--- src/rtl/nexys4_7seg_scanner.sv ---
// Time-multiplexed driver for common-anode 7-segment digits with frame-synchronous value updates,
// leading-zero suppression and an anode guard window at the start of each digit slot.
module nexys4_7seg_scanner #(
    parameter int unsigned NUM_DIGITS     = 8,
    parameter int unsigned SCAN_DIV       = 100000,
    parameter int unsigned GUARD_CYCLES   = 16,
    parameter bit          LZ_SUPPRESS    = 1'b1,
    parameter bit          SEG_ACTIVE_LOW = 1'b1,
    parameter bit          AN_ACTIVE_LOW  = 1'b1
) (
    input  logic                      clk,
    input  logic                      reset,
    input  logic                      load,
    input  logic [4*NUM_DIGITS-1:0]   value,
    input  logic [NUM_DIGITS-1:0]     dots,
    input  logic [NUM_DIGITS-1:0]     blank,
    output logic [NUM_DIGITS-1:0]     an,
    output logic [7:0]                segs,
    output logic                      frame_tick,
    output logic                      pending
);

    localparam int unsigned DivW = (SCAN_DIV > 1) ? $clog2(SCAN_DIV) : 1;
    localparam int unsigned DigW = (NUM_DIGITS > 1) ? $clog2(NUM_DIGITS) : 1;

    localparam logic [DivW-1:0] DivLast = DivW'(SCAN_DIV - 1);
    localparam logic [DigW-1:0] DigLast = DigW'(NUM_DIGITS - 1);
    localparam logic [DivW-1:0] Guard   = DivW'(GUARD_CYCLES);

    localparam logic [NUM_DIGITS-1:0] AnIdle   = AN_ACTIVE_LOW ? '1 : '0;
    localparam logic [7:0]            SegsIdle = SEG_ACTIVE_LOW ? 8'hFF : 8'h00;

    logic [DivW-1:0]         div_q, div_d;
    logic [DigW-1:0]         dig_q, dig_d;
    logic                    frame_tick_q, frame_tick_d;
    logic                    pending_q, pending_d;

    logic [4*NUM_DIGITS-1:0] shadow_value_q, shadow_value_d;
    logic [NUM_DIGITS-1:0]   shadow_dots_q, shadow_dots_d;
    logic [NUM_DIGITS-1:0]   shadow_blank_q, shadow_blank_d;
    logic [4*NUM_DIGITS-1:0] disp_value_q, disp_value_d;
    logic [NUM_DIGITS-1:0]   disp_dots_q, disp_dots_d;
    logic [NUM_DIGITS-1:0]   disp_blank_q, disp_blank_d;

    logic [NUM_DIGITS-1:0]   an_q, an_d;
    logic [7:0]              segs_q, segs_d;

    logic [NUM_DIGITS-1:0]   suppressed;
    logic [3:0]              nibble;
    logic [6:0]              decoded;
    logic                    dark;
    logic [NUM_DIGITS-1:0]   an_hot;
    logic [7:0]              segs_hot;

    // Scan counters; frame_tick is registered so it is high while (div, dig) sit on the last slot.
    always_comb begin
        div_d = (div_q == DivLast) ? '0 : div_q + 1'b1;
        dig_d = dig_q;
        if (div_q == DivLast) begin
            dig_d = (dig_q == DigLast) ? '0 : dig_q + 1'b1;
        end
        frame_tick_d = (div_d == DivLast) && (dig_d == DigLast);
    end

    always_comb begin
        shadow_value_d = shadow_value_q;
        shadow_dots_d  = shadow_dots_q;
        shadow_blank_d = shadow_blank_q;
        disp_value_d   = disp_value_q;
        disp_dots_d    = disp_dots_q;
        disp_blank_d   = disp_blank_q;
        pending_d      = pending_q;
        if (frame_tick_q) begin
            pending_d = 1'b0;
            if (load) begin
                disp_value_d = value;
                disp_dots_d  = dots;
                disp_blank_d = blank;
            end else if (pending_q) begin
                disp_value_d = shadow_value_q;
                disp_dots_d  = shadow_dots_q;
                disp_blank_d = shadow_blank_q;
            end
        end else if (load) begin
            shadow_value_d = value;
            shadow_dots_d  = dots;
            shadow_blank_d = blank;
            pending_d      = 1'b1;
        end
    end

    // A digit is suppressed when it and every more-significant nibble are zero and it has no dot.
    always_comb begin
        logic zero_run;
        zero_run   = 1'b1;
        suppressed = '0;
        for (int i = NUM_DIGITS - 1; i >= 0; i--) begin
            zero_run = zero_run & (disp_value_q[4*i +: 4] == 4'h0);
            if (LZ_SUPPRESS && (i > 0)) begin
                suppressed[i] = zero_run & ~disp_dots_q[i];
            end
        end
    end

    always_comb begin
        nibble = disp_value_q[4*int'(dig_q) +: 4];
        unique case (nibble)
            4'h0: decoded = 7'h7E;
            4'h1: decoded = 7'h30;
            4'h2: decoded = 7'h6D;
            4'h3: decoded = 7'h79;
            4'h4: decoded = 7'h33;
            4'h5: decoded = 7'h5B;
            4'h6: decoded = 7'h5F;
            4'h7: decoded = 7'h70;
            4'h8: decoded = 7'h7F;
            4'h9: decoded = 7'h73;
            4'hA: decoded = 7'h77;
            4'hB: decoded = 7'h1F;
            4'hC: decoded = 7'h4E;
            4'hD: decoded = 7'h3D;
            4'hE: decoded = 7'h4F;
            default: decoded = 7'h47;
        endcase

        dark     = disp_blank_q[dig_q] | suppressed[dig_q] | (div_q < Guard);
        an_hot   = '0;
        segs_hot = 8'h00;
        if (!dark) begin
            an_hot[dig_q] = 1'b1;
            segs_hot      = {disp_dots_q[dig_q], decoded};
        end
        an_d   = AN_ACTIVE_LOW ? ~an_hot : an_hot;
        segs_d = SEG_ACTIVE_LOW ? ~segs_hot : segs_hot;
    end

    always_ff @(posedge clk) begin
        if (reset) begin
            div_q          <= '0;
            dig_q          <= '0;
            frame_tick_q   <= 1'b0;
            pending_q      <= 1'b0;
            shadow_value_q <= '0;
            shadow_dots_q  <= '0;
            shadow_blank_q <= '0;
            disp_value_q   <= '0;
            disp_dots_q    <= '0;
            disp_blank_q   <= '0;
            an_q           <= AnIdle;
            segs_q         <= SegsIdle;
        end else begin
            div_q          <= div_d;
            dig_q          <= dig_d;
            frame_tick_q   <= frame_tick_d;
            pending_q      <= pending_d;
            shadow_value_q <= shadow_value_d;
            shadow_dots_q  <= shadow_dots_d;
            shadow_blank_q <= shadow_blank_d;
            disp_value_q   <= disp_value_d;
            disp_dots_q    <= disp_dots_d;
            disp_blank_q   <= disp_blank_d;
            an_q           <= an_d;
            segs_q         <= segs_d;
        end
    end

    assign an         = an_q;
    assign segs       = segs_q;
    assign frame_tick = frame_tick_q;
    assign pending    = pending_q;

endmodule

--- config.mk ---
export PLATFORM = sky130hd
export DESIGN_NAME = nexys4_7seg_scanner
export DESIGN_NICKNAME = d
export VERILOG_FILES = /design/src/rtl/nexys4_7seg_scanner.sv
export SDC_FILE = /design/constraint.sdc
export NUM_CORES = 1
export LEC_CHECK = 0
export CAP_MARGIN = 25
export CORE_UTILIZATION = 50
export DETAILED_ROUTE_END_ITERATION = 7
export GPL_TIMING_DRIVEN = 0
export PLACE_DENSITY_LB_ADDON = 0.1
export SLEW_MARGIN = 15
export SYNTH_ARGS = -nofsm -noshare
export SYNTH_HDL_FRONTEND = slang
export SYNTH_SLANG_ARGS = --single-unit
--- constraint.sdc ---
create_clock -name clk -period 3.05 [get_ports clk]
set_clock_uncertainty 0.2 [all_clocks]
set_input_delay 0.305 -clock clk [delete_from_list [all_inputs] [get_ports clk]]
set_output_delay 0.305 -clock clk [all_outputs]
set_load 0.03 [all_outputs]
; ---- After elaboration in Yosys (flattened, before gate mapping)
; Memory sizes are Yosys's and may differ from the RTL's.
; Cells that the tools add are included.
[word_totals]
inputBits = 51
elab_cells = 80
output_inout_bits = 18
reg_bits = 134
n_memories = 1
romBits = 112
[memory_table]
columns = name, words, word_bits, read_ports, rd_clocked_by_memory_dff, write_ports, line_no
row1 = (name not given), 16, 7, 1, 0, 0, 107  ; unique case (nibble)
[classes]
n_lt_le_gt_ge = 3
n_bitwise = 25
reduce_logical = 13
n_addsub = 2
mux = 19
eq_ne = 4
shifts = 1
[op_table]
columns = op, n
row1 = $mux 32, 2
row2 = $mux 8, 6
row3 = $eq 17x17->1 const B, 2
row4 = $shiftx 32x6->4, 1
row5 = $logic_not 4->1, 7
row6 = $add 17x1->17 const B, 1
row7 = $lt 17x5->1 const B, 1
row8 = $mux 17, 1
row9 = $not 8->8, 2
row10 = $and 1x1->1, 13
row11 = $bmux 1 s3, 3
row12 = $not 1->1, 8
row13 = $eq 3x3->1 const B, 2
row14 = $mux 3, 2
row15 = $lt 3x4->1 const B, 1
row16 = $mux 1, 4
row17 = $reduce_and 2->1, 2
row18 = $add 3x1->3 const B, 1
row19 = $demux 1 s3, 1
row20 = $ge 3x1->1 const B, 1
row21 = $logic_and 1x1->1, 2
row22 = $or 1x1->1, 2
row23 = $reduce_bool 2->1, 1
row24 = $reduce_or 2->1, 1

; ---- Depth between registers and ports, before layout
; Gate-level depths: netlist of the first run.
[logic_depth]
word_depth = 14
mapped_depth = 12
ltp_nobuf = 9

; ---- Least setup slack after synthesis of the first run
; No wires, ideal clock.
[synth_path]
path_kind = register to register
start = register dig_q[1]
end = register segs_q[3] (netlist: segs[3])
path_buffers = 2
period_less_slack_ns = 2.584
t_arrival_ns = 2.257
slack_ns = 0.466
stages_incl_launch_ff = 11
setup_time_ns = 0.127
path_cell_list = dfxtp_1 > buf_6 > buf_4 > mux2_2 > a221o_1 > a22oi_1 > ha_1 > inv_1 > nor4_1 > o21ai_0 > nand4_2
[synth_between]
elab_chain_cells = 6
elab_cells_between_ends = 10
[synth_rtl]
columns = item, line_no
row1 = from (decl), 34  ; logic [DigW-1:0] dig_q, dig_d;
row2 = from (signal assigned), 153  ; dig_q <= dig_d;
row3 = branches (longest 4 deep; another with $mem_v2 16x7), -
row4 = $mux 8 *, 129  ; if (!dark) begin
row5 = $not 8->8 *, 134  ; segs_d = SEG_ACTIVE_LOW ? ~segs_hot : segs_hot;
row6 = to (signal assigned), 150  ; segs_q <= SegsIdle;
row7 = to (signal assigned), 163  ; segs_q <= segs_d;
row8 = to (decl), 46  ; logic [7:0] segs_q, segs_d;
; Every way passes the cells marked *. The select of a mux whose other input is x is not followed.
; A chain may end at the register's enable or synchronous reset.

; ---- Final worst setup path of the first run
[layout_path]
start = register dig_q[2]
end = register segs_q[1] (netlist: segs[1])
; The elaborated chain is that of the path after synthesis.

==> results of run 1 <==
==> power breakdown <==
group          leakage [uW]  internal, uW  switching [uW]  total, uW
registers           0.00109          1790            20.0       1810
logic               0.00143           120             131        251
clock network      0.000283          1260             721       1980
==> cells in the mapped netlist (3+ instances only) <==
library cell / number
clkbuf_1: 32
a211oi_1: 48
a21oi_1: 56
nor2b_1: 8
buf_2: 9
o21ai_0: 5
nand4_1: 9
xor2_1: 7
dfxtp_1: 134
mux4_2: 3
inv_1: 13
nand3_1: 17
mux2i_1: 57
or4_1: 5
xnor2_1: 8
nor2_1: 76
buf_1: 7
o221ai_1: 3
a31oi_1: 3
ha_1: 9
nor3_1: 5
nand2b_1: 4
buf_6: 4
nor4_1: 11
nand2_1: 112
mux2_2: 4
==> kinds of logic (layout without fill, tap and decap cells) <==
family	Yosys count	in the layout	synth area share (%)
buffers and inverters	67	166	4.93
flip-flops	134	134	44.0
AND/OR/NAND/NOR	267	267	20.4
XOR/XNOR	15	15	2.16
AO/OA/AOI/OAI	138	138	14.8
adder cells (fa/ha/maj)	9	9	1.85
multiplexers	66	66	11.8
==> sequential cells by signal (all words and copies together), names as in the netlist <==
register,cells
frame_tick,1
shadow_value_q,32
disp_blank_q,8
shadow_dots_q,8
disp_value_q,32
div_q,17
an,8
segs,8
shadow_blank_q,8
dig_q,3
pending,1
disp_dots_q,8
==> layout make-up <==
cell class              count  share of cell area [%]
plain buffers              54                    3.38
clock buffers              23                    6.35
clock inverters             9                    1.33
inverters                  13                   0.649
multi-input cells         495                    41.4
flip-flops and latches    134                    35.7
well taps                 143                    2.38
repair buffers             67                    8.88
==> metrics by stage <==
stage                     utilization [%]  instance area (um^2)  total power [uW]
after floorplan                         -                  6090              1980
after global placement               59.4                  6930              2090
after detailed placement             59.4                  6930              2100
after CTS                            64.4                  7510              4070
after global routing                 64.5                  7520              4190
final                                64.5                  7520              4040
==> routing by layer <==
layer,vias up,GRT usage [%]
met5,-,0
met4,0,10.2
met3,23,5.24
met2,125,40.0
met1,2443,31.3
li1,2644,-
==> worst max-delay path: stages (launching register included) <==
cell	delay, ns
dfxtp_1	0.45
buf_2	0.27
clkbuf_4	0.24
inv_1	0.14
a221o_1	0.30
a22oi_2	0.28
inv_1	0.16
ha_1	0.24
inv_1	0.07
nor2_1	0.05
a21oi_1	0.14
o221ai_1	0.14
==> worst paths after layout <==
check                             to  slack (ns)  cells past startpoint
hold / removal               pending        0.13                      3
hold reg to reg   shadow_value_q[30]        0.25                      2
setup reg to reg             segs[1]        0.20                     11
setup / recovery             segs[1]        0.20                     11
==> repair_timing <==
| item | 4_1_cts | 5_1_grt |
|---|---|---|
| setup endpoints to repair | 0 | 6 |
| setup buffers | 0 | 1 |
| hold buffers | 0 | 0 |
| resized for setup | 0 | 2 |
==> flow_summary.yaml, run 1 <==
setup_path:
  critPathKind: "flop to flop"
  crit_path_start: "dig_q[2]"
  crit_fanout: 10
  worst_ep_arrival_time_ns: 2.91
  crit_path_end_kind: "flop"
  cp_data_required_time_ns: 3.11
  r2r-start: "dig_q[2]"
  cp-start-kind: "flop"
final_layout:
  layout_common_cells: "dfxtp_1 (134), nand2_1 (112), nor2_1 (76)"
  nets: 842
  regArea_um2: 2680
  multi_input_area_um2: 3110
  drive_above_1_share_pct: 7.92
  mostFrequentLayoutCell: "dfxtp_1"
  fill_cells: 1026
  diodes: 0
  syn2layout_area_growth_pct: 23.5
  fin_cells: 938
sta:
  fin_setup_tns_ns: 0
  tightestPinTransition_ns: 0.824
  period_share_pct: 93.6
  drv_slew: 0
  period_needed_ns: 2.85
  rsz0062_at_grt: "false"
  finalSetupViolations: 0
  slew-limit-headroom_pct: 44.7
  finalWorstSetupSlack_ns: 0.197
  hold_violations: 0
  fmax_ghz: 0.350
  hold_slack_ns: 0.133
power_and_ir_drop:
  p_leak_uw: 0.00280
  p_per_area_nw_per_um2: 537
  peakVddDrop_uv: 358
clock_network:
  clkTransAtPathRegs_ns: 0.06
  clk_latency_ns: 0.42
  htreeDepth: 4
  numCtsBuffers: 17
  cts_tree: "built"
  cts_root_buffer: "clkbuf_16"
  max-clock-path-buffers: 2
  cts_sinks: 134
synth:
  synth_edf_count: 0
  synth.area.top_cells: "dfxtp_1 (44%), mux2i_1 (9.4%), nand2_1 (6.9%), a211oi_1 (5.9%), nor2_1 (4.7%)"
  syn-num-nets: 756
  ys_seq_area_share_pct: 44.0
  synth_top_area_share_pct: 44.0
  ys_ff_latch: 134
  postSynthCellCount: 696
  synth_area_per_cell_um2: 8.75
  ys_async_sr_fraction_pct: 0
  synth_top_area_cell: "dfxtp_1"
  synth_flop_cell: "dfxtp_1"
  synth_cell_types: 61
  syn_area_um2: 6090
  yosys_warnings: 0
status:
  outcome: "finished, final reports clean"
place:
  dp_cells: 905
  io_buffers: 66
  dpl_worst_slack_ns: 0.0651
  gp_congestion: 0.903
  hpwl_mm: 11.1
global_routing:
  grt_pass1_vias: 4965
  grt_first_pass_wirelength_mm: 24.0
  overflow: 0
  gr-usage-all-layers_pct: 24.4
  antenna_found_initial: 0
  grt_max_degree: 17
floorplanning:
  ios: 69
  start_util_pct: 52.2
  core_area_um2: 11700
  dieHeight_um: 112
  die-area_um2: 12600
  rows: 39
  fp.dieW_um: 112
detailed_routing:
  wirelength_mm: 14.7
  drc: 0
  first_iter_violations: 345
  routedWlPerCell_um: 15.6
  vias: 5235
  top_layer: "met4"
  dr_wl_met2_mm: 6.89
  ant_nets: 0
  wl_met1_mm: 6.93
  drt_pass1_iterations: 4
  routed_via_density: 5.58
  route.met3.wl_um: 532
flow_run:
  maxCapViolations: 0
min_path:
  min_path_type: "input port to flop"
  hp-start: "load"
No activity file was read; power rests on OpenSTA's default activity.
==> run 2: changes to the inputs <==
--- a/config.mk
+++ b/config.mk
@@ -8,6 +8,7 @@
 export CAP_MARGIN = 25
 export CORE_UTILIZATION = 50
 export DETAILED_ROUTE_END_ITERATION = 7
+export GPL_ROUTABILITY_DRIVEN = 1
 export GPL_TIMING_DRIVEN = 0
 export PLACE_DENSITY_LB_ADDON = 0.1
 export SLEW_MARGIN = 15
==> results of run 2 <==
Same layout as run 1: the final DEF is identical, and so are final timing and power.
==> run 3: changes to the inputs <==
--- a/config.mk
+++ b/config.mk
@@ -8,9 +8,9 @@
 export CAP_MARGIN = 25
 export CORE_UTILIZATION = 50
 export DETAILED_ROUTE_END_ITERATION = 7
-export GPL_ROUTABILITY_DRIVEN = 1
 export GPL_TIMING_DRIVEN = 0
-export PLACE_DENSITY_LB_ADDON = 0.1
+export PLACE_DENSITY = 0.68
+export SKIP_CTS_REPAIR_TIMING = 1
 export SLEW_MARGIN = 15
 export SYNTH_ARGS = -nofsm -noshare
 export SYNTH_HDL_FRONTEND = slang
==> flow_summary.yaml, run 3 (same netlist as run 1, synthesis figures left out) <==
place:
  place_area_um2: 6930
  dpl_worst_slack_ns: 0.0251
  gp_congestion: 0.889
  hpwl_mm: 11.4
  io_buffers: 66
min_path:
  whs_endpoint: "div_q[2]"
  hp-start: "reset"
  min_path_type: "input port to flop"
  min_path_cells: 2
sta:
  slew-limit-headroom_pct: 47.8
  hold_violations: 0
  drv_slew: 0
  hold_slack_ns: 0.111
  finalWorstSetupSlack_ns: 0.246
  period_needed_ns: 2.80
  finalSetupViolations: 0
  period_share_pct: 91.9
  tightestPinTransition_ns: 0.778
  rsz0062_at_grt: "false"
  fmax_ghz: 0.357
clock_network:
  max-clock-path-buffers: 2
  numCtsBuffers: 17
  cts_root_buffer: "clkbuf_16"
  clkTransAtPathRegs_ns: 0.05
  cts_sinks: 134
  cts_tree: "built"
  clk_latency_ns: 0.42
  htreeDepth: 4
detailed_routing:
  wirelength_mm: 15.1
  ant_nets: 0
  drt_pass1_iterations: 5
  vias: 5273
  drc: 0
  routed_via_density: 5.63
  routedWlPerCell_um: 16.1
  first_iter_violations: 358
global_routing:
  gr-usage-all-layers_pct: 25.0
  overflow: 0
  grt_pass1_vias: 4959
  grt_first_pass_wirelength_mm: 24.4
  antenna_found_initial: 0
  grt_max_degree: 17
floorplanning:
  fp.dieW_um: 112
  start_util_pct: 52.2
  core_area_um2: 11700
  die-area_um2: 12600
  ios: 69
  rows: 39
  dieHeight_um: 112
setup_path:
  cp_data_required_time_ns: 3.14
  r2r_slack_ns: 0.25
  path_cells: "buf_6 > buf_4 > mux2_2 > a221o_1 > a22oi_2 > ha_1 > inv_1 > nor4_1 > o21ai_0 > nand4_2"
  cp_slowest_stage_delay_ns: 0.37
  cp-start-kind: "flop"
  crit_fanout: 10
  crit_path_end_kind: "flop"
  timing.rr.end: "segs[3]"
  critPathKind: "flop to flop"
  worst_ep_arrival_time_ns: 2.90
  critical_path.slowest_cell: "mux2_2"
  rr_worst_depth: 10
  r2r-start: "dig_q[1]"
power_and_ir_drop:
  peakVddDrop_uv: 408
  p_per_area_nw_per_um2: 552
  design_power_total_uw: 4170
  p_leak_uw: 0.00280
final_layout:
  syn2layout_area_growth_pct: 23.9
  final_core_util_pct: 64.7
  reg.largest.list: "disp_value_q (32), shadow_value_q (32), div_q (17)"
  postLayoutCellArea_um2: 7550
  layout_common_cells: "dfxtp_1 (133), nand2_1 (112), nor2_1 (76)"
  nets: 841
  drive_above_1_share_pct: 7.68
  mostFrequentLayoutCell: "dfxtp_1"
  fill_cells: 1022
  diodes: 0
status:
  outcome: "finished, final reports clean"
flow_run:
  maxCapViolations: 0
## run 3: layout make-up
class,count,area (um^2),area share (%)
tap,143,179,2.37
buffer,54,254,3.37
clock inverter,9,150,1.99
clock buffer,23,458,6.07
timing repair buffer,66,661,8.75
multi-input combinational,495,3110,41.2
sequential,134,2680,35.6
inverter,13,48.8,0.647
## run 3: worst max-delay path by stage
stage / from / end / slack [ns] / cells past startpoint
2_1_floorplan: dig_q[1] / segs[3] / 0.47 / 10
3_3_place_gp: dig_q[2] / segs[3] / 0.09 / 10
3_5_place_dp: dig_q[2] / segs[3] / 0.03 / 10
4_1_cts: dig_q[2] / segs[3] / -0.003 / 10
5_1_grt: dig_q[0] / segs[3] / 0.07 / 8
6_report: dig_q[1] / segs[3] / 0.25 / 10
## run 3: layer usage
layer / global-route usage [%] / vias to the layer above / share of wire, %
met5: 0 / - / 0
met4: 7.91 / 0 / 1.3
met3: 6.48 / 19 / 4.0
met2: 41.4 / 113 / 47
met1: 32.1 / 2502 / 48
li1: - / 2639 / -
## run 3: worst max-delay path, delay by kind of cell, from the launching register on
| family | cells | cell delay (ns) |
|---|---|---|
| adders and majority gates | 1 | 0.30 |
| and+or+nand+nor | 2 | 0.20 |
| AOI/OAI and AO/OA | 3 | 0.80 |
| buffers and inverters | 3 | 0.46 |
| DFF | 1 | 0.35 |
| muxes | 1 | 0.37 |
## run 3: per-stage QoR
stage / cells / setup TNS [ns]
6_report: 937 / 0
3_5_place_dp: 905 / 0
4_1_cts: 937 / -0.00282
3_3_place_gp: 905 / 0
2_1_floorplan: 696 / 0
5_1_grt: 937 / 0
## run 3: where the power goes
part / internal [uW] / switching, uW / leakage (uW)
Combinational: 119 / 131 / 0.00142
Clock: 1380 / 722 / 0.000291
Sequential: 1790 / 20.2 / 0.00109
